<file path="config.mk">
export PLATFORM = sky130hd
export DESIGN_NAME = ud_bitstream_gen
export DESIGN_NICKNAME = d
export VERILOG_FILES = /design/src/rtl/ud_bitstream_gen.sv
export SDC_FILE = /design/constraint.sdc
export NUM_CORES = 1
export LEC_CHECK = 0
export ABC_AREA = 1
export CAP_MARGIN = 30
export CORE_ASPECT_RATIO = 2
export CORE_MARGIN = 3
export CORE_UTILIZATION = 59
export CTS_CLUSTER_SIZE = 24
export DETAILED_ROUTE_END_ITERATION = 8
export GPL_TIMING_DRIVEN = 0
export PLACE_DENSITY_LB_ADDON = 0.05
export SYNTH_ARGS = -nofsm -noshare
export SYNTH_HDL_FRONTEND = slang
export SYNTH_SLANG_ARGS = --single-unit
export TNS_END_PERCENT = 5
</file>
<file path="constraint.sdc">
create_clock -name clk -period 2.3 [get_ports clk]
set_clock_uncertainty 0.2 [all_clocks]
set_input_delay 0.23 -clock clk [delete_from_list [all_inputs] [get_ports clk]]
set_output_delay 0.23 -clock clk [all_outputs]
set_load 0.05 [all_outputs]
</file>
<file path="src/rtl/ud_bitstream_gen.sv">
// First-order delta-sigma encoder: offset-binary code -> (u_d, en) stream for an up/down counter.
// Optional build macro SDM_DITHER_EN seeds the accumulator from a 16-bit LFSR at frame start.
module ud_bitstream_gen #(
  parameter int WIDTH      = 16,
  parameter int FRAME_LOG2 = 8
) (
  input  logic             clk,
  input  logic             rstb,
  input  logic             in_valid,
  input  logic [WIDTH-1:0] in_data,
  output logic             in_ready,
  input  logic             hold,
  output logic             u_d,
  output logic             en,
  output logic             frame_done,
  output logic             busy
);

  typedef enum logic {IDLE, RUN} state_t;

  state_t                state_q;
  logic [WIDTH-1:0]      code_q;
  logic [WIDTH-1:0]      shadow_q;
  logic                  shadow_valid_q;
  logic [WIDTH-1:0]      acc_q;
  logic [FRAME_LOG2-1:0] fcnt_q;
  logic                  u_d_q;
  logic                  en_q;
  logic                  frame_done_q;

  logic [WIDTH:0]        sum_d;
  logic [WIDTH-1:0]      seed_d;
  logic                  take_d;
  logic                  frame_end_d;

  assign sum_d       = {1'b0, acc_q} + {1'b0, code_q};
  assign take_d      = in_valid && in_ready;
  assign frame_end_d = (fcnt_q == '1);

`ifdef SDM_DITHER_EN
  logic [15:0] lfsr_q;

  // Fibonacci LFSR, taps 16,14,13,11; free-running every clock
  always_ff @(posedge clk) begin
    if (!rstb) begin
      lfsr_q <= 16'hACE1;
    end else begin
      lfsr_q <= {lfsr_q[14:0], lfsr_q[15] ^ lfsr_q[13] ^ lfsr_q[12] ^ lfsr_q[10]};
    end
  end

  assign seed_d = lfsr_q[WIDTH-1:0];
`else
  assign seed_d = '0;
`endif

  always_ff @(posedge clk) begin
    if (!rstb) begin
      state_q        <= IDLE;
      code_q         <= '0;
      shadow_q       <= '0;
      shadow_valid_q <= 1'b0;
      acc_q          <= '0;
      fcnt_q         <= '0;
      u_d_q          <= 1'b0;
      en_q           <= 1'b0;
      frame_done_q   <= 1'b0;
    end else begin
      frame_done_q <= 1'b0;
      if (take_d) begin
        shadow_q       <= in_data;
        shadow_valid_q <= 1'b1;
      end
      case (state_q)
        IDLE: begin
          en_q <= 1'b0;
          if (shadow_valid_q) begin
            code_q         <= shadow_q;
            shadow_valid_q <= 1'b0;
            acc_q          <= seed_d;
            fcnt_q         <= '0;
            state_q        <= RUN;
          end
        end
        RUN: begin
          if (hold) begin
            en_q <= 1'b0;
          end else begin
            u_d_q  <= sum_d[WIDTH];
            acc_q  <= sum_d[WIDTH-1:0];
            en_q   <= 1'b1;
            fcnt_q <= fcnt_q + 1'b1;
            if (frame_end_d) begin
              frame_done_q <= 1'b1;
              // Next code is chained with acc kept; a same-cycle offer bypasses the empty shadow
              if (shadow_valid_q) begin
                code_q         <= shadow_q;
                shadow_valid_q <= 1'b0;
              end else if (in_valid) begin
                code_q         <= in_data;
                shadow_valid_q <= 1'b0;
              end else begin
                state_q <= IDLE;
              end
            end
          end
        end
        default: state_q <= IDLE;
      endcase
    end
  end

  assign in_ready   = !shadow_valid_q;
  assign u_d        = u_d_q;
  assign en         = en_q;
  assign frame_done = frame_done_q;
  assign busy       = (state_q == RUN);

endmodule

</file>
; ---- After elaboration in Yosys (flattened, before gate mapping)
; Cells that the tools add are included.
[totals]
ff_bits = 61
latchBits = 0
ramBits = 0
mem_bits_ro = 0
in_bits = 20
out_inout_bits = 5
word_cells = 53
memories = 0
[classes]
addsub = 2
mul = 0
div = 0
n_lt_le_gt_ge = 0
n_eq_ne = 5
shift = 0
mux = 28
bitwise = 3
n_reduce_logical = 6
[ops]
columns = op, count
row1 = 2-to-1 mux 16 bit, 7
row2 = one-hot mux 16 bit (2 select lines), 2
row3 = adder 16 x 16 -> 17 bit, 1
row4 = 2-to-1 mux 8 bit, 2
row5 = one-hot mux 8 bit (2 select lines), 1
row6 = 2-to-1 mux 1 bit, 13
row7 = "adder 8 x 1 -> 8 bit, second input constant", 1
row8 = "== test 8 bit, second input constant", 1
row9 = one-hot mux 1 bit (2 select lines), 3
row10 = "!= test 2 bit, second input constant", 2
row11 = AND reduction 2 bit, 2
row12 = AND reduction 4 bit, 1
row13 = "!= test 3 x 2 -> 1 bit, second input constant", 1
row14 = inverter 1 bit, 3
row15 = OR reduction 3 bit, 1
row16 = "!= test 2 x 1 -> 1 bit, second input constant", 1
row17 = logical AND 1 bit, 1
row18 = zero test 1 bit, 1

; ---- Longest topological paths before layout
; Gate-level depths: netlist (run 1).
[depth]
ltp_word = 8
depth_mapped = 11

; ---- Worst setup path before layout (run 1)
; OpenSTA, ideal clock, no wires.
[synth_timing]
path_kind = flip-flop to flip-flop
from = register state_q, in the netlist busy
to = register code_q[0]
arrival_time_ns = 1.476
required_time_ns = 1.987
path_slack_ns = 0.512
stages_incl_launch_ff = 6
path_buffers = 1
path_cell_list = dfxtp_1 nand2_2 buf_4 mux2_2 nor2_1 nor2_1
[synth_between]
elab_chain_len = 3
elab_cells_between_ends = 7
classes_between = eq/ne (4) / mux (1) / bitwise (1) / reduce/logical (1)
[synth_lines]
columns = element, line_no
row1 = from (decl), 21  ; state_t state_q;
row2 = from (signal assigned), 59  ; state_q <= IDLE;
row3 = from (signal assigned), 82  ; state_q <= RUN;
row4 = from (signal assigned), 103  ; state_q <= IDLE;
row5 = inverter 1 bit, --
row6 = != test 2 bit (no line), --
row7 = AND reduction 4 bit (no line), --
row8 = to (signal assigned), 78  ; code_q <= shadow_q;
row9 = to (signal assigned), 97  ; code_q <= shadow_q;
row10 = to (signal assigned), 100  ; code_q <= in_data;
row11 = to (decl), 22  ; logic [WIDTH-1:0] code_q;
; Several ways; a longest one is shown, not always the timed one.
; A chain may end at the register's enable or synchronous reset.

; ---- Final worst setup path (run 1)
[layout_timing]
from = register shadow_valid_q
to = output port in_ready
[layout_between]
elab_chain_len = 1
[layout_lines]
columns = element, line_no
row1 = from (decl), 24  ; logic shadow_valid_q;
row2 = from (signal assigned), 62  ; shadow_valid_q <= 1'b0;
row3 = from (signal assigned), 72  ; shadow_valid_q <= 1'b1;
row4 = from (signal assigned), 79  ; shadow_valid_q <= 1'b0;
row5 = zero test 1 bit, 113  ; assign in_ready = !shadow_valid_q;
row6 = to (decl), 11  ; output logic in_ready,
; Every way passes these cells.

==> impl_results.md, run 1 <==
- Outcome: finished, final reports clean
- Setup repair after global routing missed its margin: no
- Combinational share of power: 14.4%
- Count of boundary I/O pins: 25
- Final weighted congestion of routability-driven global placement: 0.910
- Synth warn: 0
- Highest fanout seen on the critical path: 4
- Clock period minus final worst setup slack: 2.03 ns
- Met2 WL: 4270 um
- Synth Instances: 507
- Post-cts sizing count: 0
- Global-route wire length before repair: 13500 um
- Overall die area: 6840 um^2
- Clock Latency Late Sink: 0.35 ns
- RR Startpoint: code_q[0]$_SDFFE_PN0P_
- Category of the worst setup path capture point: output port
- Antenna diodes: 0
- Critical setup path kind: reg -> out
- Initial antenna violation count: 0
- Combined area of all synthesized cells: 3440 um^2
- Pin count of the biggest net entering global routing: 11
- Areal power density over the cells: 656 nW/um^2
- Async set-or-reset flop fraction in the synthesized netlist: 0%
- Setup Total Neg Slack: 0 ns
- Grt ovf: 0
- Switching component of the power: 675 uW
- Max clock buf depth: 2
- DR WL/cell: 13.1 um
- Sequential share of power: 44.0%
- X dimension of the die: 60.0 um
- Worst-case hold slack: 0.257 ns
- GRT Total Usage: 25.9%
- Total count of max-transition violations in the final report: 0
- WL final: 7980 um
- Length of routed wiring on met1: 3190 um
- Clock tree from TritonCTS: yes
- Startpoint of the most critical setup path: shadow_valid_q$_SDFF_PN0_
- Part of the power in the clock network: 41.6%
- Highest metal layer with signal wires: met4
- Remaining antenna violation count after routing: 0
- Number of different library cells in the post-synthesis netlist: 34
- Clock Pin Slew Worst Setup and Hold Paths: 0.07 ns
- Vias per cell: 5.22
- H-tree levels: 3
- Post-CTS setup buffers: 0
- Area added between synthesis and finish: 15.7%
- Port Buffers: 24
- Number of flops mapped to enable cells by yosys: 0
- Number of hold violations in the final report: 0
- Switching portion of total power: 25.8%
- Worst hold-check path type: reg -> reg
- Share of final-layout standard cells stronger than drive strength 1: 10.8%
- Total via count after detailed routing: 3170
- Final setup violation count: 0
- Most frequent standard cell in the layout excluding fill and tap cells: sky130_fd_sc_hd__nand2_1
- Origin of the worst min-delay path: acc_q[6]$_SDFFE_PN0P_
- Starting DRT DRC Count: 193
- Sequential-to-total area share from yosys stat: 35.5%
- Post-route fraction of the period consumed by the critical path: 88.0%
- Starting density of the core: 62.4%
- Master cell of the clock root buffer: sky130_fd_sc_hd__clkbuf_8
- Total length of routed met3 wires: 215 um
- CP Data Required Time: 1.87 ns
- Crit path DAT: 1.60 ns
- Nets: 580
- Commonest cells after routing, fill and taps aside: 139 x sky130_fd_sc_hd__nand2_1, 84 x sky130_fd_sc_hd__nor2_1, 67 x sky130_fd_sc_hd__inv_1
- Leakage: 0.00209 uW
- Largest cells by area after synthesis: sky130_fd_sc_hd__dfxtp_1 36%, sky130_fd_sc_hd__nand2_1 15%, sky130_fd_sc_hd__nor2_1 9.2%
- Internal power: 1940 uW
- Via count of the first global-routing pass: 3198
- IR Drop Worst-Case VDD: 0.725 mV
- Core Box Area: 5520 um^2
- DRT Pass-1 Iters: 5
- Max-cap violations: 0
- Worst Setup Start Kind: register
- Actual slew at the worst max-slew pin: 0.492 ns
- Average cell area after synthesis: 6.78 um^2
- F_max: 494 MHz
- Synthesized flop and latch total: 61
- HPWL reported at the end of detailed placement: 6070 um
- Clock buffers created by TritonCTS: 9
- Headroom to the max-slew limit: 67.1%
- Die Height: 114 um
- Total number of placement rows: 38
- Remaining routing DRC violations: 0
- Cell type contributing the most total cell area after synthesis: sky130_fd_sc_hd__dfxtp_1
- Post-Syn Nets: 545
- Number of sinks driven by the clock tree: 61
- Total of hold buffers inserted after clock tree synthesis: 0
- Yosys top cell area share: 35.5%
- Top_reg_cell synth: sky130_fd_sc_hd__dfxtp_1
## metrics by stage
step | worst slack, ns | total power [uW] | std cells | util, % | area, um^2
after detailed placement | 0.187 | 1540 | 591 | 68.1 | 3750
final | 0.275 | 2610 | 607 | 72.2 | 3980
after global placement | 0.222 | 1540 | 591 | 68.1 | 3750
after global routing | 0.0936 | 2730 | 607 | 72.2 | 3980
after floorplan | 0.512 | 1430 | 507 | - | 3440
after CTS | 0.252 | 2630 | 607 | 72.2 | 3980
## sequential cells by signal, summed over array words and instances (netlist names)
name            flops
busy                1
fcnt_q              8
frame_done          1
shadow_q           16
acc_q              16
en                  1
shadow_valid_q      1
code_q             16
u_d                 1
## cell usage after synthesis, types with 2 or more instances
master / count
sky130_fd_sc_hd__a21oi_1: 16
sky130_fd_sc_hd__a22o_1: 3
sky130_fd_sc_hd__buf_2: 4
sky130_fd_sc_hd__buf_4: 2
sky130_fd_sc_hd__buf_6: 2
sky130_fd_sc_hd__clkbuf_1: 3
sky130_fd_sc_hd__dfxtp_1: 61
sky130_fd_sc_hd__ha_1: 17
sky130_fd_sc_hd__inv_1: 67
sky130_fd_sc_hd__inv_2: 2
sky130_fd_sc_hd__mux2_2: 16
sky130_fd_sc_hd__nand2_1: 139
sky130_fd_sc_hd__nand2_2: 8
sky130_fd_sc_hd__nand3_1: 25
sky130_fd_sc_hd__nand3b_1: 2
sky130_fd_sc_hd__nand4_1: 2
sky130_fd_sc_hd__nor2_1: 84
sky130_fd_sc_hd__nor2_4: 4
sky130_fd_sc_hd__nor3_1: 7
sky130_fd_sc_hd__o21ai_0: 26
sky130_fd_sc_hd__or2_2: 3
sky130_fd_sc_hd__xor2_1: 2
## area by class of cell
cell class	count	area, um^2
clock inverter	4	70.1
fill	486	1540
sequential	61	1220
inverter	69	259
multi-input combinational	365	1890
clock buffer	12	155
timing repair buffer	24	240
tap	60	75.1
buffer	12	72.6
## power by group through the flow
stage	registers, uW	clock network (uW)	logic (uW)
final	1150	1090	377
after global routing	1150	1160	421
after CTS	1150	1100	378
after detailed placement	1170	0	373
after global placement	1170	0	368
after floorplan	1170	0	256
## routing by layer
| metal | global-route usage, % | vias up |
|---|---|---|
| met1 | 26.9 | 1415 |
| met2 | 45.9 | 65 |
| met4 | 13.9 | 0 |
| li1 | - | 1666 |
| met5 | 0 | - |
| met3 | 5.55 | 24 |
## critical path: stages, from the launching register on
cell and delay [ns]:
sky130_fd_sc_hd__dfxtp_1 0.34, sky130_fd_sc_hd__inv_1 0.10, sky130_fd_sc_hd__clkdlybuf4s50_1 0.81
## worst paths after layout
kind / to / slack, ns / cells past startpoint
setup reg to reg: acc_q[10]$_SDFFE_PN0P_ / 0.30 / 11
setup / recovery: in_ready / 0.27 / 2
hold / removal: acc_q[6]$_SDFFE_PN0P_ / 0.26 / 2
hold reg to reg: acc_q[6]$_SDFFE_PN0P_ / 0.26 / 2
## cells by family (layout without fill, tap and decap cells)
group                    after synthesis  after routing  share of synthesized area (%)
adder cells (fa/ha/maj)               18             18                           6.77
AO/OA/AOI/OAI                         49             49                           7.68
multiplexers                          16             16                           5.24
AND/OR/NAND/NOR                      280            280                           34.7
flip-flops                            61             61                           35.5
buffers and inverters                 81            121                           9.64
XOR/XNOR                               2              2                          0.509
Power figures use the tool's default switching activity.
==> inputs of run 2 (changes only) <==
- SKIP_LAST_GASP: default -> 1
==> results of run 2 <==
Final layout, timing and power as in run 1 (identical DEF).
==> patch, RTL diff (config.mk and constraints of run 1) <==
Add a define of `SDM_DITHER_EN`.
--- a/src/rtl/ud_bitstream_gen.sv
+++ b/src/rtl/ud_bitstream_gen.sv
@@ -1,5 +1,7 @@
 // First-order delta-sigma encoder: offset-binary code -> (u_d, en) stream for an up/down counter.
 // Optional build macro SDM_DITHER_EN seeds the accumulator from a 16-bit LFSR at frame start.
+`define SDM_DITHER_EN
+
 module ud_bitstream_gen #(
   parameter int WIDTH      = 16,
   parameter int FRAME_LOG2 = 8
Check against the original RTL: not equivalent (a bounded check fails within 4 cycles, from zero or initial values and one cycle with rstb low).
==> patch against run 1 <==
- total power grew 30%
- design area is 16% higher
- register-to-register slack lost 80 ps
- global-route usage up 1.1 points
- synthesized cell count rose by 16%
- largest power group unchanged
- routed wire length increased by 24%
- worst setup slack got worse by 190 ps
- sequential share of layout area up 2.8 points
- critical endpoint unchanged
- sequential cell count grew 16
- synthesized area increased by 16%
- maximum frequency shrank 8.6%
- critical path type unchanged
- core utilization fell by 0.46 points
==> patch: results (changes against run 1) <==
Placed Area=4330 um2 (was 3750 um2); Post-Syn Instances=588 (was 507); Pleak=2.29 nW (was 2.09 nW); Critical Path AT=1790 ps (was 1600 ps); wire per inst=13.9 um (was 13.1 um); Final #Nets=661 (was 580); crit-path max FO=10 (was 4); Resize count post-CTS=3 (was 0); Crit path max-delay family=buffers and inverters (unchanged); Via Count=3755 (was 3170); placed cell count=698 (was 591); M2 GR Usage=51.4% (was 45.9%); Post-synth top cells=146 x nand2_1, 81 x nor2_1, 77 x dfxtp_1, 67 x inv_1, 51 x o21ai_0 (was 139 x nand2_1, 84 x nor2_1, 67 x inv_1, 61 x dfxtp_1, 26 x o21ai_0); Iteration-0 DRC Markers=158 (was 193); Pre-antenna DRT Iters=5 (unchanged); Tightest Pin Transition=618 ps (was 492 ps); Total Routing Usage GR=27.0% (was 25.9%); number of buffers created by CTS=9 (unchanged); Critical Path Max Stage Delay=450 ps (was 810 ps); Placer Congestion=0.971 (was 0.910); status=complete, no violations (unchanged); worst hold path type=flip-flop to flip-flop (unchanged); clk_lat worst skew=330 ps (was 350 ps); CP max stage cell=clkdlybuf4s15_2 (was clkdlybuf4s50_1); dpl hpwl=7700 um (was 6070 um); Antenna diodes=0 (unchanged); largest net degree at the start of global routing=13 (was 11); share of cells above drive strength 1=7.34% (was 10.8%); initial antenna violation count=0 (unchanged); register area share after synthesis=38.7% (was 35.5%); IO Port Bufs=24 (unchanged); Synth Area in XOR/XNOR=1.98% (was 0.509%); filler cell count=569 (was 486); Psw=0.981 mW (was 0.675 mW); Synth area leaders=dfxtp_1 39%, nand2_1 14%, nor2_1 7.6%, o21ai_0 6.4%, inv_1 6.3% (was dfxtp_1 36%, nand2_1 15%, nor2_1 9.2%, inv_1 7.3%, ha_1 6.2%); Syn. warnings=0 (unchanged); met3 usage in global routing=4.15% (was 5.55%); VDD IR max=0.000857 V (was 0.000725 V); Netlist cell types=36 (was 34); root cell of the clock tree=clkbuf_16 (was clkbuf_8); Post-Layout Cell Count=713 (was 607); first-pass GRT wire length=16500 um (was 13500 um); global routing usage on met1=26.8% (was 26.9%); Adder-Cell Fraction of Synth Area=5.84% (was 6.77%); mux contribution to synthesized area=0% (was 5.24%); net count after synthesis=626 (was 545); Synth Area in Compound Gates=12.3% (was 7.68%)
## patch: routing by layer
metal  wire length [um]  vias up
li1                   -     1938
met1               3600     1700
met2               5410       88
met3                409       29
met4                458        0
met5                  0        -
## patch: final timing paths
kind | slack, ps | end | startpoint | depth (start not counted)
worst max-delay path | 80 | in_ready | shadow_valid_q$_SDFF_PN0_ | 4
worst min-delay path | 240 | lfsr_q[6]$_SDFF_PN1_ | lfsr_q[5]$_SDFF_PN1_ | 1
worst max register to register | 220 | acc_q[12]$_SDFFE_PN0P_ | code_q[0]$_SDFFE_PN0P_ | 10
worst min register to register | 240 | lfsr_q[6]$_SDFF_PN1_ | lfsr_q[5]$_SDFF_PN1_ | 1
## patch: cell families after synthesis
group | count (synthesis)
DFF | 77
xor gates and xnor gates | 9
buffers and inverters | 94
AOI/OAI and AO/OA | 94
and+or+nand+nor | 296
adders and majority gates | 18
## patch: through the flow
| step | util (%) | setup WS (ps) |
|---|---|---|
| 3_3_place_gp | 67.5 | -19.0 |
| 6_report | 71.7 | 83.7 |
| 2_1_floorplan | - | 455 |
| 3_5_place_dp | 67.5 | -15.2 |
| 4_1_cts | 71.7 | 80.2 |
| 5_1_grt | 71.7 | 0.995 |
## patch: power groups by stage
stage	Clock (mW)	Sequential [mW]	Combinational, mW
6_report	1.27	1.51	0.629
5_1_grt	1.33	1.52	0.715
4_1_cts	1.28	1.51	0.628
3_5_place_dp	0	1.53	0.623
3_3_place_gp	0	1.53	0.610
2_1_floorplan	0	1.52	0.440
## patch: layout make-up
type | instances | share of cell area (%)
multi-input combinational | 417 | 44.8
timing repair buffer | 24 | 5.25
tap | 86 | 2.34
inverter | 74 | 6.15
buffer | 20 | 2.15
sequential | 77 | 33.5
clock inverter | 5 | 0.599
clock buffer | 10 | 5.20
